<file path="src/rtl/alu_pkg.sv">
// Shared opcodes, header size and FSM state encoding for the UART ALU responder.
package alu_pkg;

    localparam logic [7:0] OP_ECHO   = 8'hEC;
    localparam logic [7:0] OP_ADD    = 8'hAD;
    localparam logic [7:0] OP_MUL    = 8'h88;
    localparam int         HDR_BYTES = 4;

    typedef enum logic [3:0] {
        HDR_OP,
        HDR_RSV,
        HDR_LEN_LO,
        HDR_LEN_HI,
        ECHO,
        COLLECT,
        MUL,
        RESP,
        DRAIN
    } state_t;

endpackage

</file>
<file path="src/rtl/alu_mul32_seq.sv">
// Sequential shift-add multiplier: one partial product per cycle, W cycles per
// operation, product truncated to W bits. done_o marks the final step; product_o
// already includes that step's partial product when done_o is high.
module alu_mul32_seq #(
    parameter int W = 32
) (
    input  logic         clk_i,
    input  logic         rst_i,
    input  logic         start_i,
    input  logic [W-1:0] a_i,
    input  logic [W-1:0] b_i,
    output logic         done_o,
    output logic [W-1:0] product_o
);
    localparam int CW = $clog2(W);

    logic [W-1:0]  a_q, b_q, p_q;
    logic [CW-1:0] cnt_q;
    logic          run_q;
    logic [W-1:0]  p_d;

    // Partial product of the current step.
    always_comb begin
        p_d = b_q[0] ? p_q + a_q : p_q;
    end

    assign done_o    = run_q && (cnt_q == CW'(W - 1));
    assign product_o = p_d;

    // Load operands on start, then shift multiplicand left / multiplier right.
    always_ff @(posedge clk_i or posedge rst_i) begin
        if (rst_i) begin
            a_q   <= '0;
            b_q   <= '0;
            p_q   <= '0;
            cnt_q <= '0;
            run_q <= 1'b0;
        end else if (start_i) begin
            a_q   <= a_i;
            b_q   <= b_i;
            p_q   <= '0;
            cnt_q <= '0;
            run_q <= 1'b1;
        end else if (run_q) begin
            p_q   <= p_d;
            a_q   <= a_q << 1;
            b_q   <= b_q >> 1;
            cnt_q <= cnt_q + CW'(1);
            if (cnt_q == CW'(W - 1)) begin
                run_q <= 1'b0;
            end
        end
    end

endmodule

</file>
<file path="src/rtl/alu_cmd_responder.sv">
// Command engine for the UART ALU: parses framed packets, runs echo/add/mul and
// streams the reply bytes out.
//
// state      | meaning
// HDR_OP     | idle, waiting for opcode byte
// HDR_RSV    | reserved header byte, ignored
// HDR_LEN_LO | packet length low byte
// HDR_LEN_HI | packet length high byte, payload count loaded
// ECHO       | payload forwarded through a one-entry output register
// COLLECT    | payload assembled into little-endian operands
// MUL        | multiplier running, input backpressured
// RESP       | accumulator sent LSB first
// DRAIN      | unknown opcode, payload swallowed
module alu_cmd_responder
    import alu_pkg::*;
#(
    parameter int LEN_W  = 16,
    parameter int DATA_W = 32
) (
    input  logic       clk,
    input  logic       rst,
    input  logic [7:0] s_axis_tdata,
    input  logic       s_axis_tvalid,
    output logic       s_axis_tready,
    output logic [7:0] m_axis_tdata,
    output logic       m_axis_tvalid,
    input  logic       m_axis_tready,
    output logic       busy
);
    localparam int NB = DATA_W / 8;
    localparam int BW = $clog2(NB);

    state_t              state_q;
    logic                rdy_en_q;
    logic [7:0]          opcode_q, len_lo_q;
    logic [LEN_W-1:0]    rem_q;
    logic [BW-1:0]       bcnt_q, ocnt_q;
    logic [DATA_W-9:0]   opw_q;
    logic [DATA_W-1:0]   acc_q, res_q;
    logic                any_q;
    logic [7:0]          m_tdata_q;
    logic                m_tvalid_q;

    logic                ready_d, s_fire, m_fire;
    logic [LEN_W-1:0]    len_d, pay_d;
    logic [DATA_W-1:0]   op_full, sum_d, mul_prod;
    logic                mul_start, mul_done;

    // Input acceptance depends only on state and the output stage, never on s_axis_tvalid.
    always_comb begin
        ready_d = 1'b0;
        case (state_q)
            HDR_OP, HDR_RSV, HDR_LEN_LO, HDR_LEN_HI, COLLECT, DRAIN: ready_d = 1'b1;
            ECHO:    ready_d = (rem_q != '0) && (!m_tvalid_q || m_axis_tready);
            default: ready_d = 1'b0;
        endcase
    end

    assign s_axis_tready = rdy_en_q && ready_d;
    assign s_fire        = s_axis_tvalid && s_axis_tready;
    assign m_fire        = m_tvalid_q && m_axis_tready;
    assign m_axis_tdata  = m_tdata_q;
    assign m_axis_tvalid = m_tvalid_q;
    assign busy          = (state_q != HDR_OP);

    assign len_d     = {s_axis_tdata, len_lo_q};
    assign pay_d     = (len_d < LEN_W'(HDR_BYTES)) ? '0 : len_d - LEN_W'(HDR_BYTES);
    assign op_full   = {s_axis_tdata, opw_q};
    assign sum_d     = acc_q + op_full;
    assign mul_start = (state_q == COLLECT) && s_fire && (bcnt_q == BW'(NB - 1))
                       && (opcode_q == OP_MUL);

    alu_mul32_seq #(.W(DATA_W)) u_mul (
        .clk_i     (clk),
        .rst_i     (rst),
        .start_i   (mul_start),
        .a_i       (acc_q),
        .b_i       (op_full),
        .done_o    (mul_done),
        .product_o (mul_prod)
    );

    // Packet FSM with registered response stage.
    always_ff @(posedge clk or posedge rst) begin
        if (rst) begin
            state_q    <= HDR_OP;
            rdy_en_q   <= 1'b0;
            opcode_q   <= '0;
            len_lo_q   <= '0;
            rem_q      <= '0;
            bcnt_q     <= '0;
            ocnt_q     <= '0;
            opw_q      <= '0;
            acc_q      <= '0;
            res_q      <= '0;
            any_q      <= 1'b0;
            m_tdata_q  <= '0;
            m_tvalid_q <= 1'b0;
        end else begin
            rdy_en_q <= 1'b1;
            case (state_q)
                HDR_OP: if (s_fire) begin
                    opcode_q <= s_axis_tdata;
                    state_q  <= HDR_RSV;
                end
                HDR_RSV: if (s_fire) state_q <= HDR_LEN_LO;
                HDR_LEN_LO: if (s_fire) begin
                    len_lo_q <= s_axis_tdata;
                    state_q  <= HDR_LEN_HI;
                end
                HDR_LEN_HI: if (s_fire) begin
                    rem_q  <= pay_d;
                    bcnt_q <= '0;
                    any_q  <= 1'b0;
                    acc_q  <= (opcode_q == OP_MUL) ? DATA_W'(1) : '0;
                    if (pay_d != '0) begin
                        case (opcode_q)
                            OP_ECHO:        state_q <= ECHO;
                            OP_ADD, OP_MUL: state_q <= COLLECT;
                            default:        state_q <= DRAIN;
                        endcase
                    end else if (opcode_q == OP_ADD || opcode_q == OP_MUL) begin
                        res_q      <= '0;
                        m_tdata_q  <= '0;
                        m_tvalid_q <= 1'b1;
                        ocnt_q     <= '0;
                        state_q    <= RESP;
                    end else begin
                        state_q <= HDR_OP;
                    end
                end
                ECHO: begin
                    if (m_fire) m_tvalid_q <= 1'b0;
                    if (s_fire) begin
                        m_tdata_q  <= s_axis_tdata;
                        m_tvalid_q <= 1'b1;
                        rem_q      <= rem_q - LEN_W'(1);
                    end
                    if (rem_q == '0 && (!m_tvalid_q || m_fire)) state_q <= HDR_OP;
                end
                COLLECT: if (s_fire) begin
                    rem_q  <= rem_q - LEN_W'(1);
                    opw_q  <= {s_axis_tdata, opw_q[DATA_W-9:8]};
                    bcnt_q <= bcnt_q + BW'(1);
                    if (bcnt_q == BW'(NB - 1)) begin
                        if (opcode_q == OP_MUL) begin
                            state_q <= MUL;
                        end else begin
                            acc_q <= sum_d;
                            any_q <= 1'b1;
                            if (rem_q == LEN_W'(1)) begin
                                res_q      <= sum_d;
                                m_tdata_q  <= sum_d[7:0];
                                m_tvalid_q <= 1'b1;
                                ocnt_q     <= '0;
                                state_q    <= RESP;
                            end
                        end
                    end else if (rem_q == LEN_W'(1)) begin
                        // Trailing partial operand: reply with whatever completed.
                        res_q      <= any_q ? acc_q : '0;
                        m_tdata_q  <= any_q ? acc_q[7:0] : 8'h00;
                        m_tvalid_q <= 1'b1;
                        ocnt_q     <= '0;
                        state_q    <= RESP;
                    end
                end
                MUL: if (mul_done) begin
                    acc_q <= mul_prod;
                    any_q <= 1'b1;
                    if (rem_q == '0) begin
                        res_q      <= mul_prod;
                        m_tdata_q  <= mul_prod[7:0];
                        m_tvalid_q <= 1'b1;
                        ocnt_q     <= '0;
                        state_q    <= RESP;
                    end else begin
                        state_q <= COLLECT;
                    end
                end
                RESP: if (m_axis_tready) begin
                    if (ocnt_q == BW'(NB - 1)) begin
                        m_tvalid_q <= 1'b0;
                        state_q    <= HDR_OP;
                    end else begin
                        ocnt_q    <= ocnt_q + BW'(1);
                        res_q     <= res_q >> 8;
                        m_tdata_q <= res_q[15:8];
                    end
                end
                DRAIN: if (s_fire) begin
                    rem_q <= rem_q - LEN_W'(1);
                    if (rem_q == LEN_W'(1)) state_q <= HDR_OP;
                end
                default: state_q <= HDR_OP;
            endcase
        end
    end

endmodule
</file>
<file path="config.mk">
export PLATFORM = sky130hd
export DESIGN_NAME = alu_cmd_responder
export DESIGN_NICKNAME = d
export VERILOG_FILES = /design/src/rtl/alu_pkg.sv /design/src/rtl/alu_mul32_seq.sv /design/src/rtl/alu_cmd_responder.sv
export SDC_FILE = /design/constraint.sdc
export NUM_CORES = 1
export LEC_CHECK = 0
export CAP_MARGIN = 20
export CELL_PAD_IN_SITES_DETAIL_PLACEMENT = 1
export CELL_PAD_IN_SITES_GLOBAL_PLACEMENT = 1
export CORE_MARGIN = 2
export CORE_UTILIZATION = 25
export DETAILED_ROUTE_END_ITERATION = 10
export PLACE_DENSITY_LB_ADDON = 0.1
export SLEW_MARGIN = 15
export SYNTH_ARGS = -nofsm -noshare
export SYNTH_HDL_FRONTEND = slang
export SYNTH_SLANG_ARGS = --single-unit
</file>
<file path="constraint.sdc">
create_clock -name clk -period 18.4 [get_ports clk]
set_input_delay 2.76 -clock clk [delete_from_list [all_inputs] [get_ports clk]]
set_output_delay 2.76 -clock clk [all_outputs]
set_load 0.01 [all_outputs]
</file>
==> results of run 1 <==
per-layer routing:
| metal | track usage [%] | routed length [um] |
|---|---|---|
| met1 | 26.8 | 30200 |
| met2 | 28.3 | 25800 |
| met3 | 2.42 | 1580 |
| met4 | 5.01 | 1120 |
| met5 | 0 | 0 |
worst max-delay path: stages:
cell and delay [ns]:
clkdlybuf4s50_1 0.53, nor2b_1 0.08, o221ai_1 0.27, o31ai_4 0.14, nor2b_1 0.24, clkdlybuf4s50_1 0.58
cell usage after synthesis (all sizes together) (11+ instances only):
cell and count:
dfrtp 233, nand2 220, o21ai 168, a21oi 155
nor2 149, clkbuf 91, mux2i 91, ha 70
mux2 47, xnor2 37, nor3 33, a21o 32
buf 32, nand3 27, a31oi 26, a211oi 25
xor2 25, and3 24, inv 22, o21a 21
a22oi 19, nand4 18, o211ai 18, nor2b 17
nand2b 15, a22o 14, o221ai 11
power groups by stage:
stage                     Clock, mW  Combinational (mW)  Sequential, mW
after floorplan                   0               0.418           0.657
after CTS                     0.744               0.547           0.718
after global routing          0.762               0.610           0.734
final                         0.716               0.542           0.719
after global placement            0               0.535           0.726
after detailed placement          0               0.544           0.727
cells in the final DEF (no fill, tap or decap), types with 25 or more instances in the layout:
| master | instances |
|---|---|
| buf_4 | 31 |
| xor2_1 | 25 |
| a31oi_1 | 26 |
| nor2_1 | 146 |
| xnor2_1 | 37 |
| a21oi_1 | 155 |
| mux2_2 | 46 |
| clkbuf_16 | 35 |
| dfrtp_1 | 232 |
| nand2_1 | 220 |
| ha_1 | 70 |
| mux2i_1 | 91 |
| a211oi_1 | 25 |
| nor3_1 | 30 |
| a21o_1 | 32 |
| nand3_1 | 26 |
| o21ai_0 | 161 |
sequential cells by signal, indices dropped and copies added, names as in the netlist:
| signal | flops |
|---|---|
| acc_q | 32 |
| any_q | 1 |
| bcnt_q | 2 |
| len_lo_q | 8 |
| m_axis_tdata | 8 |
| m_axis_tvalid | 1 |
| ocnt_q | 2 |
| opcode_q | 8 |
| opw_q | 24 |
| rdy_en_q | 1 |
| rem_q | 16 |
| res_q | 24 |
| state_q | 4 |
| u_mul.a_q | 32 |
| u_mul.b_q | 32 |
| u_mul.cnt_q | 5 |
| u_mul.p_q | 32 |
| u_mul.run_q | 1 |
worst paths after layout:
check | startpoint | to | cells past startpoint
max in group asynchronous | rst | acc_q[25] | 3
setup / recovery | m_axis_tready | s_axis_tready | 6
setup reg to reg | state_q[0] | u_mul.p_q[31] | 9
hold / removal | ocnt_q[0] | ocnt_q[0] | 1
min in group asynchronous | rst | m_axis_tdata[3] | 2
hold reg to reg | ocnt_q[0] | ocnt_q[0] | 1
logic make-up after synthesis:
group / count (synthesis) / share of synthesized area, %
XOR/XNOR: 62 / 3.46
multiplexers: 138 / 9.21
AO/OA/AOI/OAI: 569 / 22.8
AND/OR/NAND/NOR: 579 / 17.6
flip-flops: 233 / 37.2
buffers and inverters: 145 / 3.87
adder cells (fa/ha/maj): 72 / 5.84
other: 1 / 0.0239
metrics by stage:
stage               std cells  instance area [sq um]  util [%]
finish                   2626                  17900      28.9
global route             2625                  17900      28.9
CTS                      2625                  17900      28.9
detailed placement       2566                  16700      27.0
global placement         2566                  16700      27.0
floorplan                1799                  15700         -
final cells by class:
class,count,area share (%)
multi-input cells,1421,51.9
clock buffers,46,5.52
repair buffers,53,2.53
diodes,1,0.0140
clock inverters,13,1.11
flip-flops and latches,233,32.6
inverters,22,0.503
well taps,837,5.85
==> out/qor.yml, run 1 <==
status: "finished, final reports clean"
yosysWarnings: 0
grt_pass1_vias: 13903
synth_cell_types: 88
hold_viol: 0
cts.clk_slew.worst_paths_ns: 0.05
route.detailed.drc: 0
crit_type: "input pin to primary output"
switching_power_uw: 726
layout.nets: 1849
pre_cts_ws_ns: 11.02
cp_max_fo: 4
finalWorstSetupSlack_ns: 11.04
first_pass_iters: 6
ir_drop_mv: 0.0525
pwr-share-clk_pct: 36.2
max-slew-margin-rel_pct: 30.4
insertion_delay_ns: 0.55
syn_inst: 1799
synth-seq-cells: 233
synth_area_leader_cell: "dfrtp_1"
crit_required_ns: 15.64
vias_per_cell: 5.16
grt_first_pass_wirelength_mm: 90.1
arrival_ns: 4.60
initial_core_util_pct: 25.4
leakagePower_nw: 6.94
avgRoutedWirePerCell_um: 22.3
cts_setup_buffers: 0
area_growth_pct: 14.2
hold_ws_ns: 0.482
period_needed_ns: 7.36
cts_resized: 0
p_seq_share_pct: 36.4
hp-class: "flop to flop"
endpoint_kind: "primary output"
ant_nets: 0
io_buffers: 22
grt-ovfl-total: 0
r2r_slack_ns: 13.94
drt_iter0_drc: 819
netlist_area_sq_um: 15700
rsz0062_at_grt: "no"
cts_tree: "done"
place_congestion: 0.804
finClkSkew_ns: 0.0182
setup_violations: 0
clockBufferDepth: 3
post_synth.cell_area_avg_sq_um: 8.71
fmax_ghz: 0.136
drv_slew: 0
cts_made_buffers: 34
grt_max_degree: 119
async_flop_share_pct: 100
multiInputGateArea_sq_um: 9280
hold_buffers: 0
via_count: 13542
synth_ff_type: "dfrtp_1"
n_fill_cell: 7156
clock-root-buffer: "clkbuf_16"
combPwrFrac_pct: 27.4
cts.sink_count: 233
grt_usage_pct: 18.4
total_power_mw: 1.98
synth_edf_count: 0
ys_seq_area_share_pct: 37.2
worst_pin_slew_ns: 1.04
yosys-top-cells-area: "dfrtp_1 37%, mux2i_1 5.8%, ha_1 5.6%"
p_int_mw: 1.25
synth_top_cell_area_share_pct: 37.2
p_per_area_nw_per_um2: 110
num_rows: 91
seqCellArea_sq_um: 5830
io_pins: 23
dieHeight_um: 254
ctsHtreeMaxLevel: 2
fp.coreArea_sq_um: 61800
wl_mm: 58.7
fin_tns_setup_ns: 0
post-route-period-util_pct: 40.0
die_area_sq_um: 64700
crit_path_start_kind: "input pin"
die_w_um: 254
antenna_found_initial: 3
cap_violations: 0
syn-num-nets: 1883
dpl.hpwl_mm: 41.5
swShare_pct: 36.7
drive_above_1_share_pct: 9.28
(Power assumes the default switching activity.)
==> inputs of run 2 (changes only) <==
Clock period 18.4 ns to 7.2 ns, I/O delays scaled along.
==> out/qor.yml, run 2 (synthesized netlist as in run 1, its figures left out) <==
layout.nets: 1846  # was 1849
cts_made_buffers: 31  # was 34
stdcell_count: 2624  # was 2626
via_count: 13594  # was 13542
io_pins: 23  # unchanged
route.met2.wl_mm: 26.4  # was 25.8 mm
ant_nets: 0  # unchanged
cts_tree: "done"  # unchanged
grt_first_pass_wirelength_mm: 92.3  # was 90.1 mm
clockBufferDepth: 3  # unchanged
cp_max_fo: 22  # was 4
crit_type: "flop to primary output"  # was input pin to primary output
status: "finished, final reports clean"  # unchanged
antenna_found_initial: 3  # unchanged
cts.sink_count: 233  # unchanged
post-route-period-util_pct: 59.0
wl_met3_mm: 1.65  # was 1.58 mm
setup_violations: 0  # unchanged
ctsHtreeMaxLevel: 1  # was 2
cp_top_family: "buffers and inverters"  # unchanged
drive_above_1_share_pct: 9.19  # was 9.28%
r2r_end: "res_q[30]"  # was u_mul.p_q[31]
reg2reg_from: "u_mul.a_q[0]"  # was state_q[0]
crit_slowest_cell: "clkdlybuf4s50_1"  # unchanged
fmax_ghz: 0.235
insertion_delay_ns: 0.59  # was 0.55 ns
io_buffers: 22  # unchanged
grt-ovfl-total: 0  # unchanged
crit_required_ns: 6.12  # was 15.64 ns
finClkSkew_ns: 0.0194  # was 0.0182 ns
crit_chain: "buf_4 -> or4b_1 -> o221ai_1 -> o31ai_4 -> nor2b_1 -> clkdlybuf4s50_1"  # was clkdlybuf4s50_1 -> nor2b_1 -> o221ai_1 -> o31ai_4 -> nor2b_1 -> clkdlybuf4s50_1
period_needed_ns: 4.25
hp-class: "flop to flop"  # unchanged
vias_per_cell: 5.18  # was 5.16
holdPathStages: 1  # unchanged
place_congestion: 0.810  # was 0.804
arrival_ns: 3.17  # was 4.60 ns
endpoint_kind: "primary output"  # unchanged
holdCritStartpoint: "ocnt_q[0]"  # unchanged
ir_drop_mv: 0.175  # was 0.0525 mV
clock-root-buffer: "clkbuf_16"  # unchanged
first_pass_iters: 5  # was 6
rr_worst_depth: 11  # was 9
cpPeakStageDelay_ns: 0.63  # was 0.58 ns
seqCellArea_sq_um: 5830  # unchanged
timing.critical_path.from: "state_q[1]"  # was m_axis_tready
fin_tns_setup_ns: 0  # unchanged
leakagePower_nw: 6.88  # was 6.94 nW
grt_max_degree: 160  # was 119
dieHeight_um: 254  # unchanged
max-slew-margin-rel_pct: 32.7  # was 30.4%
route.detailed.drc: 0  # unchanged
grt_pass1_vias: 14115  # was 13903
hold_buffers: 0  # unchanged
drv_slew: 0  # unchanged
die_area_sq_um: 64700  # unchanged
cts_resized: 0  # unchanged
rsz0062_at_grt: "no"  # unchanged
die_w_um: 254  # unchanged
crit_buf_inv: 2  # unchanged
hold_viol: 0  # unchanged
min_to: "ocnt_q[0]"  # unchanged
grt_usage_pct: 18.6  # was 18.4%
initial_core_util_pct: 25.4  # unchanged
avgRoutedWirePerCell_um: 22.6  # was 22.3 um
final_common_cell: "dfrtp_1"  # unchanged
layout_common_cells: "232 x dfrtp_1, 220 x nand2_1, 161 x o21ai_0"  # unchanged
fp.coreArea_sq_um: 61800  # unchanged
wl_mm: 59.4  # was 58.7 mm
num_rows: 91  # unchanged
top_layer_used: "met5"  # was met4
crit_path_start_kind: "flop"  # was input pin
cts.clk_slew.worst_paths_ns: 0.07  # was 0.05 ns
n_fill_cell: 7153  # was 7156
cap_violations: 0  # unchanged
r2r_slack_ns: 3.15  # was 13.94 ns
drt_iter0_drc: 873  # was 819
p_per_area_nw_per_um2: 274  # was 110 nW/um^2
multiInputGateArea_sq_um: 9280  # unchanged
dp.cells: 2566  # unchanged
cts_setup_buffers: 0  # unchanged
area_growth_pct: 13.4  # was 14.2%
worst_pin_slew_ns: 1.01  # was 1.04 ns
m1WireLength_mm: 29.9  # was 30.2 mm
dpl.hpwl_mm: 42.9  # was 41.5 mm
## run 2: how the worst max path moves through the flow
| stage | end | cells past startpoint | slack [ns] |
|---|---|---|---|
| 2_1_floorplan | acc_q[0] | 1 | 3.07 |
| 3_3_place_gp | res_q[31] | 11 | 2.55 |
| 3_5_place_dp | res_q[31] | 11 | 2.47 |
| 4_1_cts | s_axis_tready | 6 | 2.92 |
| 5_1_grt | res_q[31] | 11 | 2.75 |
| 6_report | s_axis_tready | 6 | 2.95 |
## run 2: through the flow
step | setup WS [ns] | total power, mW | util [%] | hold WS [ns] | cell area (sq um)
floorplan | 3.07 | 2.75 | - | 0.448 | 15700
global placement | 2.55 | 3.26 | 27.1 | 0.469 | 16700
detailed placement | 2.47 | 3.28 | 27.1 | 0.480 | 16700
CTS | 2.92 | 4.94 | 28.7 | 0.492 | 17800
global route | 2.75 | 5.19 | 28.8 | 0.514 | 17800
finish | 2.95 | 4.88 | 28.8 | 0.492 | 17800
## run 2: per-layer routing
layer	global-route usage, %	vias to the layer above
li1	-	6506
met1	27.4	6867
met2	29.0	149
met3	2.24	70
met4	4.29	2
met5	0	-
## run 2: area by class of cell
| cell class | count | share of cell area [%] |
|---|---|---|
| Antenna cell | 2 | 0.0281 |
| Inverter | 22 | 0.486 |
| Sequential cell | 233 | 32.8 |
| Clock inverter | 15 | 0.915 |
| Multi-Input combinational cell | 1421 | 52.2 |
| Timing Repair Buffer | 53 | 2.69 |
| Tap cell | 837 | 5.89 |
| Clock buffer | 41 | 4.97 |
## run 2: power breakdown
part	internal (mW)	total, mW	switching, mW
clock	0.962	1.62	0.659
sequential	1.51	1.79	0.286
combinational	0.568	1.47	0.899
total	3.04	4.88	1.84
==> inputs of run 3 (changes only) <==
Clock period 7.2 ns to 3.62 ns, I/O delays scaled along.
==> out/qor.yml, run 3 (synthesized netlist as in run 1, its figures left out) <==
fp.coreArea_sq_um: 61800  # unchanged
combPwrFrac_pct: 30.7  # was 30.1%
hold_viol: 0  # unchanged
period_needed_ns: 3.39
endpoint_kind: "flop"  # was primary output
swShare_pct: 37.1  # was 37.8%
finClkSkew_ns: 0.0316  # was 0.0194 ns
cp_top_family: "compound AO/OA/AOI/OAI gates"  # was buffers and inverters
rsz0062_at_grt: "no"  # unchanged
cts.sink_count: 233  # unchanged
p_int_mw: 6.30  # was 3.04 mW
grt-ovfl-total: 0  # unchanged
switching_power_mw: 3.71  # was 1.84 mW
status: "finished, final reports clean"  # unchanged
cts_made_buffers: 34  # was 31
vias_per_cell: 5.13  # was 5.18
n_fill_cell: 7151  # was 7153
worst_pin_slew_ns: 0.826  # was 1.01 ns
diodes: 0  # was 2
pre_cts_ws_ns: -0.0703  # was 2.47 ns
antenna_found_initial: 1  # was 3
crit_required_ns: 4.07  # was 6.12 ns
ctsHtreeMaxLevel: 2  # was 1
cp_max_fo: 6  # was 22
finalWorstSetupSlack_ns: 0.230  # was 2.95 ns
grt_first_pass_wirelength_mm: 92.8  # was 92.3 mm
fmax_ghz: 0.295
io_buffers: 22  # unchanged
io_pins: 23  # unchanged
max-slew-margin-rel_pct: 44.9  # was 32.7%
place_congestion: 0.847  # was 0.810
cts.clk_slew.worst_paths_ns: 0.06  # was 0.07 ns
via_count: 13855  # was 13594
initial_core_util_pct: 25.4  # unchanged
crit_chain: "ha_1 -> fa_1 -> a211oi_1 -> o21ai_0 -> a21oi_1 -> buf_4 -> o21a_1 -> o21ai_0 -> xnor2_1 -> buf_4 -> o221ai_1 -> a22o_1"  # was buf_4 -> or4b_1 -> o221ai_1 -> o31ai_4 -> nor2b_1 -> clkdlybuf4s50_1
post-route-period-util_pct: 93.6
cpPeakStageDelay_ns: 0.44  # was 0.63 ns
multiInputGateArea_sq_um: 9280  # about the same
grt_usage_pct: 18.9  # was 18.6%
insertion_delay_ns: 0.56  # was 0.59 ns
drv_slew: 0  # unchanged
grt_max_degree: 64  # was 160
crit_type: "flop to flop"  # was flop to primary output
arrival_ns: 3.83  # was 3.17 ns
total_power_mw: 10.0  # was 4.88 mW
ir_drop_mv: 0.299  # was 0.175 mV
setup_violations: 0  # unchanged
grt_pass1_vias: 14528  # was 14115
pwr-share-clk_pct: 33.9  # was 33.2%
fin_tns_setup_ns: 0  # unchanged
p_seq_share_pct: 35.4  # was 36.7%
avgRoutedWirePerCell_um: 22.3  # was 22.6 um
drt_iter0_drc: 863  # was 873
clock-root-buffer: "clkbuf_16"  # unchanged
die_w_um: 254  # unchanged
crit_slowest_cell: "fa_1"  # was clkdlybuf4s50_1
ant_nets: 0  # unchanged
layout_common_cells: "232 x dfrtp_1, 220 x nand2_1, 160 x o21ai_0"  # was 232 x dfrtp_1, 220 x nand2_1, 161 x o21ai_0
leakagePower_nw: 7.35  # was 6.88 nW
dieHeight_um: 254  # unchanged
drive_above_1_share_pct: 13.2  # was 9.19%
crit_path_start_kind: "flop"  # unchanged
die_area_sq_um: 64700  # unchanged
crit_buf_inv: 2  # unchanged
final_core_util_pct: 30.0  # was 28.8%
cap_violations: 0  # unchanged
hp-class: "input pin to asynchronous set/reset pin"  # was flop to flop
dpl.hpwl_mm: 45.3  # was 42.9 mm
layout.nets: 1929  # was 1846
first_pass_iters: 5  # unchanged
dp.cells: 2645  # was 2566
final_common_cell: "dfrtp_1"  # unchanged
clockBufferDepth: 3  # unchanged
stdcell_count: 2703  # was 2624
cts_tree: "done"  # unchanged
num_rows: 91  # unchanged
p_per_area_nw_per_um2: 540  # was 274 nW/um^2
area_growth_pct: 18.3  # was 13.4%
wl_mm: 60.3  # was 59.4 mm
hold_buffers: 0  # unchanged
seqCellArea_sq_um: 5830  # unchanged
route.detailed.drc: 0  # unchanged
run 3: cell count changes in the layout (fill, tap and decap cells not counted), sizes merged:
cell | before | now
clkinvlp | 3 | 1
clkinv | 10 | 11
diode | 2 | 0
clkdlybuf4s50 | 22 | 21
buf | 31 | 111
inv | 21 | 23
dlymetal6s2s | 0 | 1
run 3: cell type report:
class	count	area share [%]
multi-input combinational	1421	50.1
sequential	233	31.5
timing repair buffer	133	6.37
tap	837	5.65
clock buffer	41	5.01
clock inverter	16	0.958
inverter	22	0.466
run 3: routing by layer:
metal / GRT usage [%] / part of all wire, %
met2: 29.9 / 45
met3: 2.20 / 2.9
met1: 27.3 / 50
met4: 4.99 / 2.1
met5: 0 / 0
run 3: power groups by stage:
| stage | sequential, mW | combinational, mW | clock, mW |
|---|---|---|---|
| 2_1_floorplan | 3.34 | 2.13 | 0 |
| 3_3_place_gp | 3.57 | 3.04 | 0 |
| 3_5_place_dp | 3.58 | 3.07 | 0 |
| 4_1_cts | 3.54 | 3.08 | 3.52 |
| 5_1_grt | 3.62 | 3.45 | 3.62 |
| 6_report | 3.55 | 3.07 | 3.39 |
run 3: worst paths after layout:
path                           start             to  slack, ns  cells past startpoint
min reg2reg                ocnt_q[0]      ocnt_q[0]       0.48                      1
min                              rst   u_mul.p_q[0]       0.45                      2
max reg2reg                 opw_q[0]      res_q[22]       0.23                     12
min in group clk           ocnt_q[0]      ocnt_q[0]       0.48                      1
max                         opw_q[0]      res_q[22]       0.23                     12
max in group asynchronous        rst  u_mul.b_q[22]       2.38                      3
run 3: through the flow:
stage	hold slack [ns]	cell area [sq um]
CTS	0.430	18500
detailed placement	0.482	17400
finish	0.445	18500
global route	0.463	18500
floorplan	0.448	15700
global placement	0.468	17400
run 3: repair_timing:
item | in CTS | in global routing
endpoints found under the setup margin | 1 | 6
pin swaps | 1 | 1
setup buffers | 0 | 1
gates resized for setup | 0 | 3
